**config.mk**
```make
export PLATFORM = sky130hd
export DESIGN_NAME = serial_add_ctrl
export DESIGN_NICKNAME = d
export VERILOG_FILES = /design/src/rtl/serial_add_ctrl_pkg.sv /design/src/rtl/serial_add_ctrl_full_add_cell.sv /design/src/rtl/serial_add_ctrl.sv
export SDC_FILE = /design/constraint.sdc
export NUM_CORES = 1
export LEC_CHECK = 0
export BUFFER_PORTS_ARGS = -buffer_cell sky130_fd_sc_hd__buf_4
export CORE_ASPECT_RATIO = 0.5
export CORE_UTILIZATION = 50
export CTS_CLUSTER_DIAMETER = 200
export CTS_CLUSTER_SIZE = 14
export DETAILED_ROUTE_END_ITERATION = 8
export PLACE_DENSITY = 0.73
export SETUP_SLACK_MARGIN = 0.4
export SLEW_MARGIN = 20
export SYNTH_ARGS = -nofsm -noshare
export SYNTH_HDL_FRONTEND = slang
export SYNTH_SLANG_ARGS = --single-unit
```
**constraint.sdc**
```tcl
create_clock -name clk -period 1.75 [get_ports clk]
set_input_delay 0.2625 -clock clk [delete_from_list [all_inputs] [get_ports clk]]
set_output_delay 0.2625 -clock clk [all_outputs]
set_load 0.05 [all_outputs]
```
**src/rtl/serial_add_ctrl_pkg.sv**
```systemverilog
// serial_add_ctrl_pkg: shared FSM state encoding for the bit-serial adder sequencer
package serial_add_ctrl_pkg;
  typedef enum logic [1:0] {
    ST_IDLE = 2'd0,
    ST_RUN  = 2'd1,
    ST_DONE = 2'd2
  } state_e;
endpackage

```
**src/rtl/serial_add_ctrl_full_add_cell.sv**
```systemverilog
// full_add_cell: combinational 1-bit full adder reusable by serial arithmetic units
module full_add_cell (
  input  logic a,
  input  logic b,
  input  logic ci,
  output logic s,
  output logic co
);
  assign s  = a ^ b ^ ci;
  assign co = (a & b) | (a & ci) | (b & ci);
endmodule

```
**src/rtl/serial_add_ctrl.sv**
```systemverilog
// serial_add_ctrl: feeds two W-bit operands LSB-first through a full-add cell with a registered carry
module serial_add_ctrl
  import serial_add_ctrl_pkg::*;
#(
  parameter int W  = 8,
  parameter int CW = 5
) (
  input  logic         clk,
  input  logic         rst_n,
  input  logic         in_valid,
  output logic         in_ready,
  input  logic [W-1:0] in_a,
  input  logic [W-1:0] in_b,
  input  logic         in_cin,
  output logic         out_valid,
  input  logic         out_ready,
  output logic [W-1:0] out_s,
  output logic         out_cout,
  output logic         out_ovf,
  output logic         busy
);
  state_e          state_q;
  logic [W-1:0]    a_q, b_q, out_s_q, sum_d;
  logic [W-2:0]    r_q;
  logic [CW-1:0]   cnt_q;
  logic            carry_q, out_cout_q, out_ovf_q, s, co, last;
  full_add_cell u_cell (.a(a_q[0]), .b(b_q[0]), .ci(carry_q), .s(s), .co(co));
  // the partial result holds the W-1 sum bits already produced; the new bit enters at the top
  assign sum_d     = {s, r_q};
  assign last      = cnt_q == CW'(W - 1);
  assign in_ready  = state_q == ST_IDLE;
  assign out_valid = state_q == ST_DONE;
  assign busy      = state_q != ST_IDLE;
  assign out_s     = out_s_q;
  assign out_cout  = out_cout_q;
  assign out_ovf   = out_ovf_q;
  always_ff @(posedge clk or negedge rst_n) begin
    if (!rst_n) begin
      state_q    <= ST_IDLE;
      a_q        <= '0;
      b_q        <= '0;
      r_q        <= '0;
      cnt_q      <= '0;
      carry_q    <= 1'b0;
      out_s_q    <= '0;
      out_cout_q <= 1'b0;
      out_ovf_q  <= 1'b0;
    end else begin
      case (state_q)
        ST_IDLE: if (in_valid) begin
          a_q     <= in_a;
          b_q     <= in_b;
          carry_q <= in_cin;
          cnt_q   <= '0;
          r_q     <= '0;
          state_q <= ST_RUN;
        end
        ST_RUN: begin
          a_q     <= a_q >> 1;
          b_q     <= b_q >> 1;
          r_q     <= sum_d[W-1:1];
          carry_q <= co;
          cnt_q   <= last ? cnt_q : cnt_q + 1'b1;
          // on the MSB step carry_q is the carry into the MSB, co the carry out of it
          if (last) begin
            out_s_q    <= sum_d;
            out_cout_q <= co;
            out_ovf_q  <= carry_q ^ co;
            state_q    <= ST_DONE;
          end
        end
        ST_DONE: if (out_ready) state_q <= ST_IDLE;
        default: state_q <= ST_IDLE;
      endcase
    end
  end
endmodule
```
==> results.sh, run 1 <==
export IMPL_start_util=0.533
export IMPL_switching_share=0.384
export IMPL_max_cap_violations=0
export IMPL_async_reset_ff_frac=1.00
export IMPL_cp_max_fo=6
export IMPL_dieHeight_um=45.3
export IMPL_clockRootBuffer="clkbuf_8"
export IMPL_ioPinCount=34
export IMPL_post_route_period_util=0.838
export IMPL_max_slew_margin=0.664
export IMPL_drt_iter0_markers=85
export IMPL_syn2layout_area_growth_pct=35.8
export IMPL_clkPwrFrac=0.127
export IMPL_firstDrtPassIters=4
export IMPL_filler_cell_count=232
export IMPL_synth_edf_count=0
export IMPL_cts_sinks=41
export IMPL_cts_buffers_inserted=5
export IMPL_routed_via_density=5.30
export IMPL_peakVddDrop_mv=0.697
export IMPL_fin_crit_ps=1470
export IMPL_dp_hpwl_um=2220
export IMPL_rr_endpoint="out_s[0]"
export IMPL_grt_pass1_vias=1233
export IMPL_clock_path_buffers=2
export IMPL_syn_inst=151
export IMPL_fp_dieW_um=88.5
export IMPL_yosys_top_cells_area="dfrtp_1, mux2i_1, mux2_4, o21ai_0, a22o_1"
export IMPL_startpoint_type="register"
export IMPL_worst_pin_slew_ps=504
export IMPL_grt_remaining_overflow=0
export IMPL_status="complete, no violations"
export IMPL_place_area_um2=2170
export IMPL_hold_path_end="state_q[1]"
export IMPL_crit_path_end_kind="register"
export IMPL_grt_pass1_wl_um=5730
export IMPL_fp_row_count=15
export IMPL_ys_warnings_count=0
export IMPL_fin_skew_ps=5.80
export IMPL_crit_arrival_ps=1640
export IMPL_finalSetupViolCount=0
export IMPL_crit_required_ps=1930
export IMPL_fin_hold_ws_ps=153
export IMPL_layout_commonest_cell="buf_4"
export IMPL_num_antenna_cells=0
export IMPL_clock_latency_ps=290
export IMPL_io_buffers=33
export IMPL_dr_total_vias=1346
export IMPL_preCtsSetupSlack_ps=214
export IMPL_critPathKind="reg -> reg"
export IMPL_synth_top_cell_area_share=0.548
export IMPL_gp_congestion=0.825
export IMPL_grt_usage=0.198
export IMPL_power_internal_uw=3000
export IMPL_synth_ff_latch_count=41
export IMPL_synth_largest_area_cell="dfrtp_1"
export IMPL_final_max_slew_viol_count=0
export IMPL_cts_reportedPaths_clkPinSlew_ps=70
export IMPL_totalNegativeSetupSlack_ps=0
export IMPL_most_common_layout_cells="buf_4, dfrtp_1, nand2_1"
export IMPL_cts_tree="built"
export IMPL_core_um2=3510
export IMPL_route_detailed_drc=0
export IMPL_rsz0062_at_grt="true"
export IMPL_switching_power_uw=1870
export IMPL_synth_area_um2=1870
export IMPL_drive_gt1_frac=0.414
export IMPL_grt_max_degree=42
export IMPL_syn_num_nets=174
export IMPL_holdCritPathClass="in -> reg"
export IMPL_antenna_left=0
export IMPL_p_seq_frac=0.342
export IMPL_wl_per_cell_um=15.3
export IMPL_yosysSeqAreaShare=0.548
export IMPL_yosys_cell_types_count=34
export IMPL_synth_main_ff_cell="dfrtp_1"
export IMPL_finalHoldViolations=0
export IMPL_p_per_area_nw_per_um2=1920
export IMPL_reg2regPathDepth=4
export IMPL_dieArea_um2=4010
export IMPL_antenna_found_initial=0
export IMPL_r2r_start="cnt_q[1]"
export IMPL_leakagePower_uw=0.00127
export IMPL_nets=226
export IMPL_ff2ff_setup_slack_ps=280
export IMPL_fmax_mhz=682
export IMPL_stdcell_area_um2=2540
export IMPL_post_synth_cell_area_avg_um2=12.4
export IMPL_cts_htree_levels=2
export IMPL_drt_total_wl_um=3890
export IMPL_timing_final_ws_setup_ps=283
export IMPL_whs_path_depth=2
export IMPL_p_comb_frac=0.531
export IMPL_worstHoldStart="out_ready"
critical path, cell delays in order, from the launching register on:
cell	delay, ps
dfrtp_1	400
ha_4	170
nand4bb_4	150
or2_4	320
mux2_4	310
final cells by class:
| class | count | area [um^2] | share of cell area |
|---|---|---|---|
| clock buffers | 7 | 86.3 | 0.0340 |
| well taps | 51 | 63.8 | 0.0251 |
| multi-input cells | 97 | 818 | 0.322 |
| flip-flops and latches | 41 | 1030 | 0.405 |
| inverters | 4 | 15.0 | 0.00591 |
| repair buffers | 54 | 529 | 0.208 |
through the flow:
| stage | util | cells | power [uW] |
|---|---|---|---|
| 4_1_cts | 0.665 | 243 | 4350 |
| 3_5_place_dp | 0.619 | 229 | 3620 |
| 2_1_floorplan | - | 151 | 3150 |
| 5_1_grt | 0.724 | 254 | 5150 |
| 6_report | 0.724 | 254 | 4870 |
| 3_3_place_gp | 0.619 | 229 | 3540 |
cells by family after synthesis:
logic type | synth area share
AOI/OAI and AO/OA | 0.120
xor gates and xnor gates | 0.00936
adders and majority gates | 0.0174
buffers and inverters | 0.0441
DFF | 0.548
muxes | 0.153
and+or+nand+nor | 0.108
flip-flops by register name, summed over array words and instances, names as in the netlist:
register,cells
out_s,8
r_q,7
state_q,2
cnt_q,5
out_cout,1
b_q,8
out_ovf,1
carry_q,1
a_q,8
power by group through the flow:
stage,registers (uW),clock network [uW],logic (uW)
detailed placement,1670,0,1940
global placement,1660,0,1890
CTS,1660,627,2070
floorplan,1860,0,1290
global route,1710,666,2780
finish,1670,619,2590
how the worst max path moves through the flow:
stage              from  slack, ps  endpoint  depth (start not counted)
2_1_floorplan  cnt_q[0]        250  out_cout                          5
3_3_place_gp   cnt_q[0]        270  out_s[4]                          4
3_5_place_dp   cnt_q[0]        210  out_s[2]                          4
4_1_cts        cnt_q[1]        270  out_s[0]                          4
5_1_grt        cnt_q[0]        240  out_s[0]                          4
6_report       cnt_q[1]        280  out_s[0]                          4
timing repair:
item	4_1_cts	5_1_grt
cloned	1	5
setup endpoints to repair	33	34
hold buffers	1	0
hold endpoints to repair	41	0
pin swaps	4	2
gates resized for setup	5	31
buffers inserted	5	6
cells in the mapped netlist (2+ instances only):
cell and count:
dfrtp_1 41, and3_1 2, nand2_1 16, buf_6 3, nand3b_1 2, clkbuf_2 2
o21ai_0 18, inv_1 4, nand3_1 3, mux2_4 9, nand2b_1 2, buf_2 4
nor2_1 2, mux2i_1 14, a22o_1 9, xor2_1 2
layer usage:
layer | up-vias | GRT usage | wire [um]
met2 | 37 | 0.300 | 1780
met4 | 0 | 0.0645 | 14
li1 | 641 | - | -
met1 | 666 | 0.280 | 1950
met5 | - | 0 | 0
met3 | 2 | 0.0567 | 150
No activity file was read; power rests on OpenSTA's default activity.
==> run 2: changes to the inputs <==
- CORE_UTILIZATION: 50 -> 49
- PLACE_DENSITY: 0.73 -> 0.74
- clock period: 1.75 -> 1.2 ns (I/O delays scaled with it)
==> results.sh, run 2 (synthesis results as in run 1) <==
export IMPL_critPathKind="reg -> reg"
export IMPL_rsz0062_at_grt="true"
export IMPL_final_cell_count_no_fill=285
export IMPL_dr_total_vias=1641
export IMPL_gp_congestion=0.780
export IMPL_crit_arrival_ps=1740
export IMPL_cts_sinks=41
export IMPL_final_max_slew_viol_count=0
export IMPL_peakVddDrop_mv=1.58
export IMPL_cp_common_cell="buf_12"
export IMPL_syn2layout_area_growth_pct=64.4
export IMPL_fp_row_count=15
export IMPL_fin_hold_ws_ps=-152
export IMPL_firstDrtPassIters=4
export IMPL_totalNegativeSetupSlack_ps=-10090
export IMPL_fmax_mhz=660
export IMPL_ff2ff_setup_slack_ps=-320
export IMPL_seq_area_um2=1030
export IMPL_path_buf_inv=5
export IMPL_grt_usage=0.295
export IMPL_drt_total_wl_um=6250
export IMPL_finalSetupViolCount=44
export IMPL_filler_cell_count=148
export IMPL_wl_per_cell_um=21.9
export IMPL_cp_cell_sequence="buf_12, buf_8, o21bai_4, buf_12, buf_12, buf_16, nand2_2, o21ai_1"
export IMPL_nets=256
export IMPL_layout_commonest_cell="buf_4"
export IMPL_multi_input_area_um2=937
export IMPL_clock_latency_ps=300
export IMPL_clockRootBuffer="clkbuf_8"
export IMPL_dieArea_um2=4090
export IMPL_start_util=0.528
export IMPL_cts_reportedPaths_clkPinSlew_ps=80
export IMPL_violations="negative hold slack, negative setup slack"
export IMPL_clock_path_buffers=2
export IMPL_final_util=0.867
export IMPL_routed_via_density=5.76
export IMPL_leakagePower_uw=0.00152
export IMPL_grt_pass1_wl_um=8250
export IMPL_cp_max_fo=8
export IMPL_grt_remaining_overflow=0
export IMPL_critPathTopFamily="buffers and inverters"
export IMPL_worst_pin_slew_ps=516
export IMPL_antenna_left=0
export IMPL_cts_buffers_inserted=5
export IMPL_route_detailed_drc=0
export IMPL_critPathSlowestCell="dfrtp_2"
export IMPL_grt_max_degree=42
export IMPL_preCtsSetupSlack_ps=-263
export IMPL_most_common_layout_cells="buf_4, dfrtp_1, buf_6"
export IMPL_power_uw=9230
export IMPL_p_per_area_nw_per_um2=3000
export IMPL_fin_crit_ps=1520
export IMPL_antenna_found_initial=0
export IMPL_cts_htree_levels=2
export IMPL_drt_iter0_markers=91
export IMPL_num_antenna_cells=0
export IMPL_max_cap_violations=0
export IMPL_startpoint_type="register"
export IMPL_grt_pass1_vias=1584
export IMPL_dieHeight_um=45.7
export IMPL_status="finished with violations"
export IMPL_crit_required_ps=1420
export IMPL_fin_skew_ps=7.33
export IMPL_core_um2=3550
export IMPL_cts_tree="built"
export IMPL_crit_path_end_kind="register"
export IMPL_finalHoldViolations=41
export IMPL_dp_hpwl_um=2480
export IMPL_io_buffers=33
export IMPL_fp_dieW_um=89.4
export IMPL_max_slew_margin=0.656
export IMPL_drive_gt1_frac=0.598
export IMPL_dpl_cell_count=244
export IMPL_cpPeakStageDelay_ps=450
export IMPL_timing_final_ws_setup_ps=-316
export IMPL_ioPinCount=34
export IMPL_holdCritPathClass="in -> async"
export IMPL_post_route_period_util=1.26
[run 2: path summary, 6_finish.rpt]
kind / from / end / depth (start not counted)
worst min register to register: b_q[4] / b_q[4] / 2
worst min-delay path: rst_n / cnt_q[4] / 1
min in group clk: in_b[7] / b_q[7] / 2
max in group asynchronous: rst_n / state_q[1] / 1
worst max-delay path: state_q[0] / b_q[1] / 8
worst max register to register: state_q[0] / b_q[1] / 8
[run 2: what timing repair did]
action	CTS	global route
gates resized for setup	56	21
setup endpoints to repair	54	54
gates cloned	4	0
pin swaps	24	13
setup buffers	22	7
endpoints found under the hold margin	41	41
[run 2: where the power goes]
group	internal, uW	switching (uW)	total, uW
Combinational	2980	2560	5550
Clock	679	494	1170
Sequential	1970	535	2510
Total	5630	3590	9230
[run 2: cell type report]
| class | count | area share |
|---|---|---|
| clock buffer | 7 | 0.0281 |
| clock inverter | 1 | 0.00976 |
| inverter | 4 | 0.00610 |
| multi-input combinational | 97 | 0.305 |
| sequential | 41 | 0.334 |
| tap | 51 | 0.0207 |
| timing repair buffer | 84 | 0.296 |
[run 2: layer usage]
metal / track usage / wire, um / up-vias
met5: 0 / 0 / -
met4: 0.117 / 310 / 0
met2: 0.482 / 2850 / 95
met1: 0.373 / 2610 / 807
met3: 0.0960 / 480 / 37
li1: - / - / 702
[run 2: through the flow]
step / instance area (um^2) / hold WS, ps
floorplan: 1910 / -116
global placement: 2300 / 185
detailed placement: 2300 / 189
CTS: 2930 / -121
global route: 3080 / -103
finish: 3080 / -152
==> run 3: changes to the inputs <==
- ABC_AREA: default -> 1
- PLACE_DENSITY: 0.74 -> default
- PLACE_DENSITY_LB_ADDON: default -> 0.15
==> results.sh, run 3 <==
export IMPL_synth_main_ff_cell="dfrtp_1"
export IMPL_grt_remaining_overflow=0
export IMPL_dr_total_vias=1839
export IMPL_clkPwrFrac=0.102
export IMPL_ff2ff_setup_slack_ps=-220
export IMPL_multi_input_area_um2=908
export IMPL_antenna_found_initial=0
export IMPL_top_layer="met4"
export IMPL_cpPeakStageDelay_ps=460
export IMPL_cts_htree_levels=2
export IMPL_switching_power_uw=4060
export IMPL_stdcell_area_um2=2950
export IMPL_holdCritPathClass="in -> async"
export IMPL_wl_per_cell_um=19.0
export IMPL_cts_reportedPaths_clkPinSlew_ps=80
export IMPL_fin_skew_ps=10.2
export IMPL_fin_hold_ws_ps=-159
export IMPL_fp_row_count=15
export IMPL_ioPinCount=34
export IMPL_cts_buffers_inserted=5
export IMPL_num_antenna_cells=0
export IMPL_synth_largest_area_cell="dfrtp_1"
export IMPL_cts_tree="built"
export IMPL_grt_max_degree=42
export IMPL_synth_area_um2=1820
export IMPL_dieArea_um2=3980
export IMPL_critPathKind="reg -> out"
export IMPL_nets=301
export IMPL_dp_hpwl_um=2710
export IMPL_power_internal_uw=4940
export IMPL_fmax_mhz=696
export IMPL_core_um2=3490
export IMPL_filler_cell_count=178
export IMPL_io_buffers=33
export IMPL_yosysSeqAreaShare=0.563
export IMPL_crit_required_ps=1020
export IMPL_worst_pin_slew_ps=539
export IMPL_wl_met3_um=461
export IMPL_finalHoldViolations=41
export IMPL_max_slew_margin=0.641
export IMPL_post_route_period_util=1.20
export IMPL_syn_num_nets=219
export IMPL_p_per_area_nw_per_um2=3050
export IMPL_fp_dieW_um=88.3
export IMPL_critPathSlowestCell="dfrtp_2"
export IMPL_wl_met2_um=3020
export IMPL_gp_congestion=0.825
export IMPL_grt_pass1_vias=1629
export IMPL_syn2layout_area_growth_pct=61.8
export IMPL_p_seq_frac=0.264
export IMPL_max_cap_violations=0
export IMPL_synth_common_cells="nand2_1, dfrtp_1, nor2_1, a21oi_1, o21ai_0"
export IMPL_seq_area_um2=1030
export IMPL_switching_share=0.451
export IMPL_synth_most_common_cell="nand2_1"
export IMPL_finalSetupViolCount=44
export IMPL_start_util=0.522
export IMPL_reg2regPathDepth=6
export IMPL_firstDrtPassIters=5
export IMPL_syn_inst=196
export IMPL_fin_crit_ps=1440
export IMPL_clock_latency_ps=310
export IMPL_drt_iter0_markers=153
export IMPL_clock_path_buffers=2
export IMPL_path_buf_inv=3
export IMPL_startpoint_type="register"
export IMPL_final_max_slew_viol_count=0
export IMPL_clockRootBuffer="clkbuf_8"
export IMPL_grt_usage=0.271
export IMPL_cts_sinks=41
export IMPL_synth_top_cell_area_share=0.563
export IMPL_violations="negative hold slack, negative setup slack"
export IMPL_cp_max_fo=4
export IMPL_critPathTopFamily="flip-flops"
export IMPL_cp_cell_sequence="buf_6, nor2_4, inv_2, buf_8"
export IMPL_routed_via_density=5.57
export IMPL_route_detailed_drc=0
export IMPL_dieHeight_um=45.1
export IMPL_routedLengthMet1_um=2530
export IMPL_synth_ff_latch_count=41
export IMPL_synth_edf_count=0
export IMPL_place_area_um2=2340
export IMPL_grt_pass1_wl_um=7750
export IMPL_path_depth=4
export IMPL_layout_commonest_cell="buf_4"
export IMPL_ys_warnings_count=0
export IMPL_drive_gt1_frac=0.538
export IMPL_yosys_cell_types_count=22
export IMPL_drt_total_wl_um=6280
export IMPL_most_common_layout_cells="buf_4, dfrtp_1, nand2_1"
export IMPL_antenna_left=0
export IMPL_timing_final_ws_setup_ps=-236
export IMPL_yosys_top_cells_area="dfrtp_1, nand2_1, o21ai_2, a21oi_1, o21ai_0"
export IMPL_p_comb_frac=0.634
export IMPL_post_synth_cell_area_avg_um2=9.30
export IMPL_leakagePower_uw=0.00144
export IMPL_peakVddDrop_mv=1.40
export IMPL_async_reset_ff_frac=1.00
export IMPL_rsz0062_at_grt="true"
export IMPL_status="finished with violations"
export IMPL_crit_arrival_ps=1260
export IMPL_crit_path_end_kind="output port"
==> run 3: what timing repair did <==
action                                  CTS  global route
endpoints found under the hold margin    41            41
endpoints found under the setup margin   54            54
gates resized for setup                  40            31
buffers inserted                         17             8
gates cloned                              2             0
pin swaps                                14             7
==> run 3: routing by layer <==
metal / GRT usage / up-vias
li1: - / 805
met1: 0.350 / 903
met2: 0.455 / 95
met3: 0.0622 / 36
met4: 0.106 / 0
met5: 0 / -
==> run 3: worst paths after layout <==
check                             end       start
max                              busy  state_q[1]
max in group asynchronous  state_q[0]       rst_n
max reg2reg                  cnt_q[4]    cnt_q[4]
min in group clk           state_q[1]   out_ready
min reg2reg                    a_q[7]      a_q[7]
min                          out_s[5]       rst_n
==> run 3: cell families after synthesis <==
group | count (synthesis) | share of synthesized area
and+or+nand+nor | 79 | 0.186
xor gates and xnor gates | 1 | 0.00481
buffers and inverters | 24 | 0.0659
adders and majority gates | 2 | 0.0178
AOI/OAI and AO/OA | 49 | 0.163
DFF | 41 | 0.563
==> run 3: power by group through the flow <==
stage	sequential, uW	combinational, uW	clock, uW
after global placement	2340	3690	0
final	2380	5710	920
after global routing	2430	6040	972
after CTS	2320	4830	894
after floorplan	2860	2060	0
after detailed placement	2350	3790	0
==> run 3: final cells by class <==
| cell class | instances | share of cell area |
|---|---|---|
| Timing Repair Buffer | 83 | 0.274 |
| Sequential cell | 41 | 0.349 |
| Tap cell | 51 | 0.0216 |
| Inverter | 16 | 0.0204 |
| Clock inverter | 2 | 0.00339 |
| Multi-Input combinational cell | 131 | 0.308 |
| Clock buffer | 6 | 0.0246 |
==> run 3: through the flow <==
stage	setup slack [ps]	cells	TNS [ps]	util	power, uW
6_report	-236	330	-6340	0.845	9010
5_1_grt	-286	330	-7800	0.845	9440
4_1_cts	-179	322	-1570	0.792	8040
3_5_place_dp	-47.9	295	-239	0.672	6150
3_3_place_gp	-0.579	295	-0.763	0.672	6030
2_1_floorplan	-51.7	196	-201	-	4920
